[src/rtl/axil_regfile_responder.sv]
// axil_regfile_responder
//   AXI4-Lite slave register file. Register 0 is a read-only ID word,
//   register 1 is a read-only copy of status_in (sampled every cycle), and
//   registers 2..NUM_REGS-1 are read/write control registers with byte
//   strobes. Each committed write to a RW register pulses its wr_pulse bit
//   for one cycle.
//
//   Optional build macro: AXIL_RESP_SLVERR_EN
//     defined   -> out-of-range accesses and writes to registers 0/1 answer
//                  SLVERR (2'b10)
//     undefined -> every response is OKAY (2'b00)
//
// Ports
//   sys_clk, sys_reset          clock, synchronous active-high reset
//   s_axi_aw*/w*/b*             AXI4-Lite write address/data/response
//   s_axi_ar*/r*                AXI4-Lite read address/data
//   status_in   [31:0]          status vector mirrored into register 1
//   reg_out     [NUM_REGS*32]   flat image of all registers, index i at [32*i+:32]
//   wr_pulse    [NUM_REGS]      one-cycle write-commit strobe per register
module axil_regfile_responder #(
  parameter int unsigned NUM_REGS = 16,
  parameter int unsigned ADDR_W   = 8,
  parameter logic [31:0] ID_VALUE = 32'h58475341
) (
  input  logic                   sys_clk,
  input  logic                   sys_reset,
  input  logic                   s_axi_awvalid,
  output logic                   s_axi_awready,
  input  logic [ADDR_W-1:0]      s_axi_awaddr,
  input  logic                   s_axi_wvalid,
  output logic                   s_axi_wready,
  input  logic [31:0]            s_axi_wdata,
  input  logic [3:0]             s_axi_wstrb,
  output logic                   s_axi_bvalid,
  input  logic                   s_axi_bready,
  output logic [1:0]             s_axi_bresp,
  input  logic                   s_axi_arvalid,
  output logic                   s_axi_arready,
  input  logic [ADDR_W-1:0]      s_axi_araddr,
  output logic                   s_axi_rvalid,
  input  logic                   s_axi_rready,
  output logic [31:0]            s_axi_rdata,
  output logic [1:0]             s_axi_rresp,
  input  logic [31:0]            status_in,
  output logic [NUM_REGS*32-1:0] reg_out,
  output logic [NUM_REGS-1:0]    wr_pulse
);

  localparam int unsigned IDX_W = ADDR_W - 2;

  typedef enum logic [1:0] {W_IDLE, W_ADDR, W_DATA, W_RESP} w_state_t;
  typedef enum logic       {R_IDLE, R_DATA} r_state_t;

  w_state_t w_state, w_next;
  r_state_t r_state, r_next;

  logic [31:0]      rw_regs [2:NUM_REGS-1];
  logic [31:0]      status_q;
  logic [31:0]      regs_view [NUM_REGS];

  logic [IDX_W-1:0] aw_idx_q;
  logic [31:0]      w_data_q;
  logic [3:0]       w_strb_q;

  logic             commit;
  logic [IDX_W-1:0] wr_idx;
  logic [31:0]      wr_data;
  logic [3:0]       wr_strb;
  logic             wr_in_range;
  logic             wr_writable;
  logic             wr_en;
  logic [NUM_REGS-1:0] pulse_next;

  logic [IDX_W-1:0] rd_idx;
  logic             rd_in_range;
  logic [31:0]      rd_val;

  logic             addr_lsb_unused;
  assign addr_lsb_unused = ^{s_axi_awaddr[1:0], s_axi_araddr[1:0]};

  // Register image seen by readers and by reg_out.
  always_comb begin
    regs_view[0] = ID_VALUE;
    regs_view[1] = status_q;
    for (int unsigned i = 2; i < NUM_REGS; i++) begin
      regs_view[i] = rw_regs[i];
    end
  end

  always_comb begin
    reg_out = '0;
    for (int unsigned i = 0; i < NUM_REGS; i++) begin
      reg_out[32*i +: 32] = regs_view[i];
    end
  end

  // ---------------- write channel ----------------
  always_ff @(posedge sys_clk) begin
    if (sys_reset) w_state <= W_IDLE;
    else           w_state <= w_next;
  end

  always_comb begin
    w_next        = w_state;
    s_axi_awready = 1'b0;
    s_axi_wready  = 1'b0;
    s_axi_bvalid  = 1'b0;
    commit        = 1'b0;
    case (w_state)
      W_IDLE: begin
        s_axi_awready = 1'b1;
        s_axi_wready  = 1'b1;
        if (s_axi_awvalid && s_axi_wvalid) begin
          commit = 1'b1;
          w_next = W_RESP;
        end else if (s_axi_awvalid) begin
          w_next = W_ADDR;
        end else if (s_axi_wvalid) begin
          w_next = W_DATA;
        end
      end
      W_ADDR: begin
        s_axi_wready = 1'b1;
        if (s_axi_wvalid) begin
          commit = 1'b1;
          w_next = W_RESP;
        end
      end
      W_DATA: begin
        s_axi_awready = 1'b1;
        if (s_axi_awvalid) begin
          commit = 1'b1;
          w_next = W_RESP;
        end
      end
      W_RESP: begin
        s_axi_bvalid = 1'b1;
        if (s_axi_bready) w_next = W_IDLE;
      end
      default: w_next = W_IDLE;
    endcase
  end

  // The completing handshake may come from either channel: take the half
  // captured earlier from the holding register and the other half live.
  always_comb begin
    wr_idx  = (w_state == W_ADDR) ? aw_idx_q : s_axi_awaddr[ADDR_W-1:2];
    wr_data = (w_state == W_DATA) ? w_data_q : s_axi_wdata;
    wr_strb = (w_state == W_DATA) ? w_strb_q : s_axi_wstrb;
    wr_in_range = {1'b0, wr_idx} < (IDX_W+1)'(NUM_REGS);
    wr_writable = wr_in_range && (wr_idx >= IDX_W'(2));
    wr_en       = commit && wr_writable;
    pulse_next  = '0;
    for (int unsigned i = 2; i < NUM_REGS; i++) begin
      if (wr_en && wr_idx == IDX_W'(i)) pulse_next[i] = 1'b1;
    end
  end

  always_ff @(posedge sys_clk) begin
    if (sys_reset) begin
      aw_idx_q    <= '0;
      w_data_q    <= '0;
      w_strb_q    <= '0;
      status_q    <= '0;
      wr_pulse    <= '0;
      s_axi_bresp <= '0;
      for (int unsigned i = 2; i < NUM_REGS; i++) rw_regs[i] <= '0;
    end else begin
      status_q <= status_in;
      wr_pulse <= pulse_next;
      if (s_axi_awready && s_axi_awvalid) aw_idx_q <= s_axi_awaddr[ADDR_W-1:2];
      if (s_axi_wready && s_axi_wvalid) begin
        w_data_q <= s_axi_wdata;
        w_strb_q <= s_axi_wstrb;
      end
      for (int unsigned i = 2; i < NUM_REGS; i++) begin
        if (pulse_next[i]) begin
          for (int unsigned b = 0; b < 4; b++) begin
            if (wr_strb[b]) rw_regs[i][8*b +: 8] <= wr_data[8*b +: 8];
          end
        end
      end
      if (commit) begin
`ifdef AXIL_RESP_SLVERR_EN
        s_axi_bresp <= wr_writable ? 2'b00 : 2'b10;
`else
        s_axi_bresp <= 2'b00;
`endif
      end
    end
  end

  // ---------------- read channel ----------------
  always_ff @(posedge sys_clk) begin
    if (sys_reset) r_state <= R_IDLE;
    else           r_state <= r_next;
  end

  always_comb begin
    r_next        = r_state;
    s_axi_arready = 1'b0;
    s_axi_rvalid  = 1'b0;
    case (r_state)
      R_IDLE: begin
        s_axi_arready = 1'b1;
        if (s_axi_arvalid) r_next = R_DATA;
      end
      R_DATA: begin
        s_axi_rvalid = 1'b1;
        if (s_axi_rready) r_next = R_IDLE;
      end
      default: r_next = R_IDLE;
    endcase
  end

  always_comb begin
    rd_idx      = s_axi_araddr[ADDR_W-1:2];
    rd_in_range = {1'b0, rd_idx} < (IDX_W+1)'(NUM_REGS);
    rd_val      = '0;
    for (int unsigned i = 0; i < NUM_REGS; i++) begin
      if (rd_idx == IDX_W'(i)) rd_val = regs_view[i];
    end
  end

  // Sampling regs_view at the handshake edge returns the pre-write value
  // when a write commits to the same register in that cycle.
  always_ff @(posedge sys_clk) begin
    if (sys_reset) begin
      s_axi_rdata <= '0;
      s_axi_rresp <= '0;
    end else if (s_axi_arready && s_axi_arvalid) begin
      s_axi_rdata <= rd_in_range ? rd_val : 32'h0;
`ifdef AXIL_RESP_SLVERR_EN
      s_axi_rresp <= rd_in_range ? 2'b00 : 2'b10;
`else
      s_axi_rresp <= 2'b00;
`endif
    end
  end

endmodule

[config.mk]
export PLATFORM = sky130hd
export DESIGN_NAME = axil_regfile_responder
export DESIGN_NICKNAME = d
export VERILOG_FILES = /design/src/rtl/axil_regfile_responder.sv
export SDC_FILE = /design/constraint.sdc
export NUM_CORES = 1
export LEC_CHECK = 0
export ABC_AREA = 1
export BUFFER_PORTS_ARGS = -buffer_cell sky130_fd_sc_hd__buf_4
export CORE_UTILIZATION = 40
export CTS_CLUSTER_DIAMETER = 80
export CTS_CLUSTER_SIZE = 8
export DETAILED_ROUTE_END_ITERATION = 10
export PLACE_DENSITY = 0.73
export RECOVER_POWER = 25
export SYNTH_ARGS = -nofsm -noshare
export SYNTH_HDL_FRONTEND = slang
export SYNTH_SLANG_ARGS = --single-unit
export TNS_END_PERCENT = 5
[constraint.sdc]
create_clock -name sys_clk -period 3.9 [get_ports sys_clk]
set_input_delay 0 -clock sys_clk [delete_from_list [all_inputs] [get_ports sys_clk]]
set_output_delay 0 -clock sys_clk [all_outputs]
set_load 0.01 [all_outputs]
After elaboration in Yosys (flattened, before gate mapping)
Memories as Yosys holds them, arrays and structs flattened. Cells that the tools add are included. Widths: inputs -> output; s select.

Magnitude comparators: 3. Eq/ne operators: 36. Muxes and demuxes: 283. Bitwise operators: 57. Reduce and logical (&&, ||, !) cells: 25.

Operator list (count): $mux 32 (17); $mux 8 (56); $mux 1 (198); $eq 6x4->1 const B (16); $or 1x1->1 (56); $eq 6x3->1 const B (8); $mux 31 (1); $eq 6x2->1 const B (4); $logic_and 1x1->1 (20); $lt 6x5->1 const B (2); $mux 2 (6); $pmux 2 s4 (1); $eq 6x1->1 const B (1); $ge 6x2->1 const B (1); $logic_not 6->1 (1); $mux 6 (1); $ne 2x2->1 const B (3); $eq 2x2->1 const B (2); $mux 4 (1); $ne 4x4->1 const B (1); $reduce_and 4->1 (1); $reduce_or 2->1 (2); $pmux 1 s3 (1); $eq 2x1->1 const B (1); other kinds (3) (3).

Register bits: 125. Memory bits (writable): 448. Input port bits: 91. Output and inout port bits: 569. Logic and storage cells: 414. Memories: 1.

Memory list: rw_regs (words 14, bits a word 32, rd ports 14, clocked after Yosys merged registers in 0, wr ports 14, RTL line 57) `logic [31:0] rw_regs [2:NUM_REGS-1];`.

Logic depth before layout (Yosys ltp)
Gate-level depths: netlist of the first run.

Depth after elaboration: 18. Gate-level depth with buffers: 16.

Worst setup path before layout of the first run
Ideal clock, no wire load.

Kind: register to register. Start: register w_state[1]. End: register rw_regs[0][224] (netlist name). Library setup time: 0.384 ns. Data arrival time: 2.468 ns. Required time: 3.516 ns. Setup slack: 1.048 ns. Stages on the path, launching flop included: 13. Buffers on the path: 0. Clock period less this slack: 2.852 ns. Path through: dfxtp_1 inv_1 ha_1 inv_2 nand2_2 nand2_4 a2111oi_4 nand2_2 inv_2 nand2_2 nor2_8 nand2_4 o21ai_0.

RTL lines: start: declaration (RTL line 54) `w_state_t w_state, w_next;`; start signal: assignment (RTL line 100) `else w_state <= w_next;`.

==> impl_metrics.json, run 1 <==
{
  "combPwrFrac_pct": 17.5,
  "fmax_mhz": 279.0,
  "die_h_um": 253.7,
  "vias": 23138,
  "antenna_found_initial": 1,
  "finalSetupViolCount": 0,
  "grt_use_total_pct": 31.08,
  "clkPwrFrac_pct": 40.0,
  "hold_buffers": 88,
  "tns_ns": 0,
  "grt_pass1_wl_mm": 144.7,
  "cp-start-kind": "flop",
  "worst_pin_slew_ns": 1.288,
  "grt_pass1_vias": 21944,
  "nFillCells": 5779,
  "dr.pass1.iters": 6,
  "drv_cap": 0,
  "cts.sinks": 571,
  "status": "complete, no violations",
  "ys_seq_area_share_pct": 62.78,
  "leakagePower_nw": 13.82,
  "setup_ws_ns": 0.3152,
  "gr-total-overflow": 0,
  "stdcell_area_mm2": 0.03323,
  "cts_setup_buffers": 0,
  "intPower_w": 0.01173,
  "place.gp.congestion": 0.9280,
  "crit_path_end_kind": "flop",
  "antenna_left": 0,
  "clk_pin_slew_ns": 0.05,
  "cts_root_buffer": "clkbuf_16",
  "drive_gt1_share_pct": 15.96,
  "first_iter_violations": 2382,
  "numCtsBuffers": 81,
  "path_max_fanout": 17,
  "hp-start": "status_in[22]",
  "reg2reg_slack_ns": 0.32,
  "drc": 0,
  "grt_start_max_net_pins": 81,
  "dp_hpwl_mm": 77.33,
  "crit_arrival_ns": 3.80,
  "cts_buffer_depth": 3,
  "layout.nets": 3559,
  "layout_commonest_cell": "nor2_1",
  "start_util_pct": 40.78,
  "ys_seq_elements": 571,
  "synthesis.area_mm2": 0.02535,
  "die-area_mm2": 0.06439,
  "rsz0062_at_grt": "no",
  "wire_per_inst_um": 23.36,
  "relSlewSlack_pct": 13.23,
  "layout_common_cells": "663 x nor2_1, 538 x nand2_1, 448 x edfxtp_1",
  "cts_tree": "done",
  "vdd_ir_drop_max_uv": 373.8,
  "routed_wl_mm": 102.0,
  "cts-resized-gates": 0,
  "area_growth_syn_to_layout_pct": 31.07,
  "insertion_delay_ns": 0.62,
  "worstReg2RegStart": "w_state[0]$_SDFFE_PP0P_",
  "crit_start": "w_state[0]$_SDFFE_PP0P_",
  "cts_max_level": 3,
  "vias_per_cell": 5.298,
  "fp.dieW_um": 253.7,
  "place_area_mm2": 0.03140,
  "crit_type": "reg -> reg",
  "p_per_area_mw_per_mm2": 502.7,
  "fin_skew_ns": 0.03032,
  "place_ws_ns": 0.4669,
  "hold_path.class": "in -> reg",
  "p_total_w": 0.01670,
  "yosysWarningCount": 0,
  "period_share_pct": 91.92,
  "slew_violations": 0,
  "rows": 91,
  "hold_viol_final": 0,
  "p_sw_w": 0.004968,
  "power_frac_seq_pct": 42.5,
  "port_buffers": 617,
  "synth_cells": 2682,
  "ioPinCount": 660,
  "synthDistinctLibCells": 37,
  "postSynthAreaPerCell_um2": 9.452,
  "critPathRequiredTime_ns": 4.12,
  "fin_crit_ns": 3.585,
  "core_area_mm2": 0.06217,
  "p_sw_share_pct": 29.75
}
-- power by group through the flow --
| stage | logic [W] | registers [W] | clock network (W) |
|---|---|---|---|
| finish | 0.00293 | 0.00709 | 0.00668 |
| global route | 0.00308 | 0.00711 | 0.00697 |
| CTS | 0.00299 | 0.00709 | 0.00671 |
| detailed placement | 0.00288 | 0.00720 | 0 |
| global placement | 0.00284 | 0.00719 | 0 |
| floorplan | 0.00139 | 0.00723 | 0 |
-- registers in the layout (all words and copies together), names as in the netlist --
name / flops
rw_regs: 448
aw_idx_q: 6
r_state: 1
s_axi_rdata: 32
w_data_q: 32
status_q: 32
w_strb_q: 4
w_state: 2
wr_pulse: 14
-- worst max-delay path, stage by stage (launching register included) --
cell and delay [ns]:
dfxtp_1 0.34, inv_1 0.10, ha_2 0.54, inv_1 0.17, a2111oi_4 0.37, nand2_2 0.14
inv_2 0.11, nand2_1 0.29, o21ai_0 1.11
-- metal layers --
metal  wire length, µm  up-vias  track usage [%]
li1                  -    10280                -
met1             36910    11110            37.40
met2             49270     1464            52.18
met3             10670      284            7.406
met4              5173        0            15.23
met5                 0        -                0
-- path summary, 6_finish.rpt --
path | end | depth (start not counted)
worst min-delay path | status_q[22]$_SDFF_PP0_ | 4
worst max register to register | rw_regs[0][407]$_SDFFCE_PN0P_ | 8
worst max-delay path | rw_regs[0][407]$_SDFFCE_PN0P_ | 8
worst min register to register | s_axi_rdata[4]$_SDFFE_PP0P_ | 2
-- stage by stage --
step / util [%] / hold slack, ns / cells
after floorplan: - / 0.1070 / 2718
after global placement: 50.51 / 0.2003 / 4130
after detailed placement: 50.51 / 0.2069 / 4130
after CTS: 55.77 / 0.08781 / 4364
after global routing: 53.44 / 0.1296 / 4364
final: 53.45 / 0.1188 / 4367
-- synth_stat cells --
| master | count | area share (%) |
|---|---|---|
| a21oi_1 | 57 | 1.1 |
| buf_1 | 8 | 0.12 |
| nand2_2 | 3 | 0.074 |
| nor3_1 | 2 | 0.039 |
| or2_0 | 2 | 0.049 |
| o21bai_1 | 3 | 0.089 |
| conb_1 | 2 | 0.030 |
| ha_1 | 4 | 0.20 |
| nor2_2 | 24 | 0.59 |
| nand4_1 | 77 | 1.9 |
| nand3_1 | 84 | 1.7 |
| buf_4 | 38 | 1.1 |
| nand3b_1 | 4 | 0.12 |
| o21ai_0 | 136 | 2.7 |
| inv_1 | 208 | 3.1 |
| nor2_4 | 8 | 0.36 |
| inv_2 | 2 | 0.030 |
| mux2i_1 | 32 | 1.3 |
| a31oi_1 | 2 | 0.049 |
| nand2_4 | 21 | 0.93 |
| o22ai_1 | 1 | 0.025 |
| o21a_1 | 1 | 0.030 |
| nor3_2 | 1 | 0.039 |
| a2111oi_4 | 1 | 0.11 |
| clkinv_1 | 6 | 0.089 |
| clkbuf_1 | 103 | 1.5 |
| o21ai_1 | 4 | 0.079 |
| a311oi_1 | 1 | 0.035 |
| buf_2 | 15 | 0.30 |
| o211ai_1 | 5 | 0.15 |
| nand2_1 | 538 | 8.0 |
| dfxtp_1 | 123 | 9.7 |
| or2_2 | 40 | 0.99 |
| edfxtp_1 | 448 | 53 |
| nor2_1 | 672 | 10 |
| o21ai_2 | 1 | 0.035 |
| nor2_8 | 5 | 0.39 |
-- kinds of logic (layout without fill, tap and decap cells) --
family	count (synthesis)	count (layout)	synth area share [%]
other	2	41	0.02962
AOI/OAI and AO/OA	212	212	4.408
muxes	32	32	1.264
DFF	571	571	62.78
buffers and inverters	380	1189	6.263
and+or+nand+nor	1481	1481	25.06
adders and majority gates	4	4	0.1974
-- cell type report --
class	count	area [µm²]	area share, %
flip-flops and latches	571	15920	47.90
multi-input cells	1767	8026	24.16
repair buffers	827	5026	15.13
clock buffers	140	2291	6.895
well taps	837	1047	3.152
inverters	216	810.8	2.440
clock inverters	6	102.6	0.3088
diodes	3	7.507	0.02259
Power figures use the tool's default switching activity.
==> inputs of run 2 (changes only) <==
Settings changed: ABC_AREA 1 to default, HOLD_SLACK_MARGIN from default to 0.08.
==> run 2 against run 1 <==
  * The flow now finishes with violations (capacitance limit, slew limit)
  * Cell count is 7.0% lower
  * Critical path depth is 2 higher
  * Global-route usage is 7.3 points higher
  * Worst setup slack worse by 0.020 ns
  * Synthesized cell count is 14% lower
  * Flip-flop and latch count stayed put
  * Critical path type unchanged
  * Register-to-register slack worse by 0.02 ns
  * Clock power hardly changed
  * Fmax is 0.57% lower
  * Power is 3.3% higher
==> impl_metrics.json, run 2 <==
{
  "fmax_mhz": 277.4,
  "p_sw_w": 0.005338,
  "stdcell_area_mm2": 0.03418,
  "hold_viol_final": 0,
  "gr-total-overflow": 0,
  "first_iter_violations": 3858,
  "synthDistinctLibCells": 81,
  "crit_arrival_ns": 4.12,
  "fin_crit_ns": 3.605,
  "synth_largest_area_cell": "edfxtp_1",
  "postSynthAreaPerCell_um2": 11.12,
  "p_per_area_mw_per_mm2": 504.7,
  "die-area_mm2": 0.06481,
  "cts.sinks": 571,
  "layout_commonest_cell": "nor2_1",
  "crit_type": "reg -> reg",
  "fp.dieW_um": 254.6,
  "synth_cells": 2295,
  "clkPwrFrac_pct": 38.6,
  "antenna_left": 0,
  "synth-edff-count": 448,
  "place.gp.congestion": 0.9812,
  "numCtsBuffers": 81,
  "dr.pass1.iters": 9,
  "area_growth_syn_to_layout_pct": 33.93,
  "cts_max_level": 3,
  "met3_usage_pct": 14.37,
  "vias": 24535,
  "vdd_ir_drop_max_uv": 359.1,
  "synth_flop_cell": "edfxtp_1",
  "critPathRequiredTime_ns": 4.41,
  "finalSetupViolCount": 0,
  "start_util_pct": 40.46,
  "fin_skew_ns": 0.03681,
  "antenna_found_initial": 13,
  "violations": "capacitance limit, slew limit",
  "rsz0062_at_grt": "no",
  "combPwrFrac_pct": 20.0,
  "yosysWarningCount": 0,
  "place_ws_ns": 0.6050,
  "cts_tree": "done",
  "finish.utilization_pct": 54.18,
  "ioPinCount": 660,
  "layout_common_cells": "534 x nor2_1, 448 x edfxtp_1, 432 x clkbuf_1",
  "dp_hpwl_mm": 92.11,
  "cts_buffer_depth": 3,
  "grt_use_total_pct": 38.38,
  "vias_per_cell": 6.042,
  "hold_path.class": "in -> reg",
  "met1_usage_pct": 46.65,
  "cts_root_buffer": "clkbuf_16",
  "grtUsageMet2_pct": 59.71,
  "synth_top_area_share_pct": 52.72,
  "routed_wl_mm": 128.3,
  "status": "complete, but fails checks",
  "wire_per_inst_um": 31.60,
  "synthesis.area_mm2": 0.02552,
  "leakagePower_nw": 13.20,
  "die_h_um": 254.6,
  "slew_violations": 66,
  "gr-max-usage-layer": "met2",
  "power_frac_seq_pct": 41.4,
  "cts_setup_buffers": 0,
  "worst_pin_slew_ns": 1.680,
  "path_max_fanout": 14,
  "place_area_mm2": 0.03185,
  "drc": 0,
  "grt_pass1_vias": 23124,
  "intPower_w": 0.01191,
  "grt_pass1_wl_mm": 172.5,
  "largest_register_ffs": 448,
  "tns_ns": 0,
  "port_buffers": 617,
  "period_share_pct": 92.44,
  "yosysMostFrequentCell": "nor2_1",
  "p_sw_share_pct": 30.94,
  "cts-resized-gates": 0,
  "cp-start-kind": "flop",
  "insertion_delay_ns": 0.64,
  "grt_start_max_net_pins": 85,
  "layout.nets": 3240,
  "rows": 92,
  "core_area_mm2": 0.06308,
  "drv_cap": 1,
  "clk_pin_slew_ns": 0.05,
  "crit_path_end_kind": "flop",
  "relSlewSlack_pct": -12.00,
  "async_flop_share_pct": 0,
  "max_flop_register": "rw_regs",
  "synth_commonest_cells": "536 x nor2_1, 448 x edfxtp_1, 215 x nand2_1",
  "ys_seq_elements": 571,
  "ys_seq_area_share_pct": 62.37,
  "synthTopCellsByArea": "edfxtp_1 53%, dfxtp_1 9.6%, nor2_1 7.9%",
  "drive_gt1_share_pct": 18.88,
  "setup_ws_ns": 0.2948
}
## run 2: cells by family after synthesis
family / count (synthesis) / share of synthesized area, %
flops: 571 / 62.37
buf+inv: 206 / 3.932
other cells: 2 / 0.02943
fa+ha+maj: 4 / 0.1961
mux: 115 / 4.942
simple gates: 905 / 15.55
compound gates: 492 / 12.99
## run 2: power by group through the flow
stage          Clock [W]  Combinational, W  Sequential, W
2_1_floorplan          0           0.00156        0.00722
3_3_place_gp           0           0.00315        0.00724
3_5_place_dp           0           0.00321        0.00724
4_1_cts          0.00663           0.00346        0.00713
5_1_grt          0.00689           0.00355        0.00715
6_report         0.00666           0.00345        0.00714
## run 2: final timing paths
path,start,endpoint,slack (ns),depth (start not counted)
setup reg to reg,w_state[1]$_SDFFE_PP0P_,w_state[1]$_SDFFE_PP0P_,0.29,10
hold reg to reg,s_axi_rdata[14]$_SDFFE_PP0P_,s_axi_rdata[14]$_SDFFE_PP0P_,0.44,2
hold / removal,status_in[14],status_q[14]$_SDFF_PP0_,0.12,3
setup / recovery,w_state[1]$_SDFFE_PP0P_,w_state[1]$_SDFFE_PP0P_,0.29,10
## run 2: repair_timing
item	CTS	global route
hold buffers	138	0
hold endpoints to repair	496	0
endpoints found under the setup margin	0	0
## run 2: per-layer routing
metal,vias to the layer above,wire [µm]
li1,9961,-
met1,11809,43920
met2,2296,57400
met3,449,19590
met4,20,7272
met5,-,128
## run 2: critical path, cell delays in order, from the launching register on
cell and delay (ns):
dfxtp_1 0.39, inv_1 0.09, ha_1 0.37, a21oi_1 0.20, nor2_1 0.07, a221oi_1 0.39
dlygate4sd3_1 0.64, mux2i_1 0.18, dlygate4sd3_1 0.56, nor2_1 0.04, dlygate4sd3_1 0.58
## run 2: stage by stage
stage,power [W],hold slack (ns),instances
final,0.01725,0.1175,4061
after global routing,0.01758,0.1300,4058
after CTS,0.01722,0.1058,4055
after detailed placement,0.01045,0.2167,3770
after global placement,0.01039,0.2093,3770
after floorplan,0.008780,0.08731,2331
## run 2: final cells by class
| type | instances | area (µm²) |
|---|---|---|
| timing repair buffer | 919 | 5867 |
| inverter | 18 | 67.56 |
| multi-input combinational | 1554 | 8904 |
| fill | 5772 | 28900 |
| clock inverter | 7 | 81.33 |
| sequential | 571 | 15920 |
| tap | 846 | 1059 |
| antenna | 6 | 15.01 |
| clock buffer | 140 | 2270 |
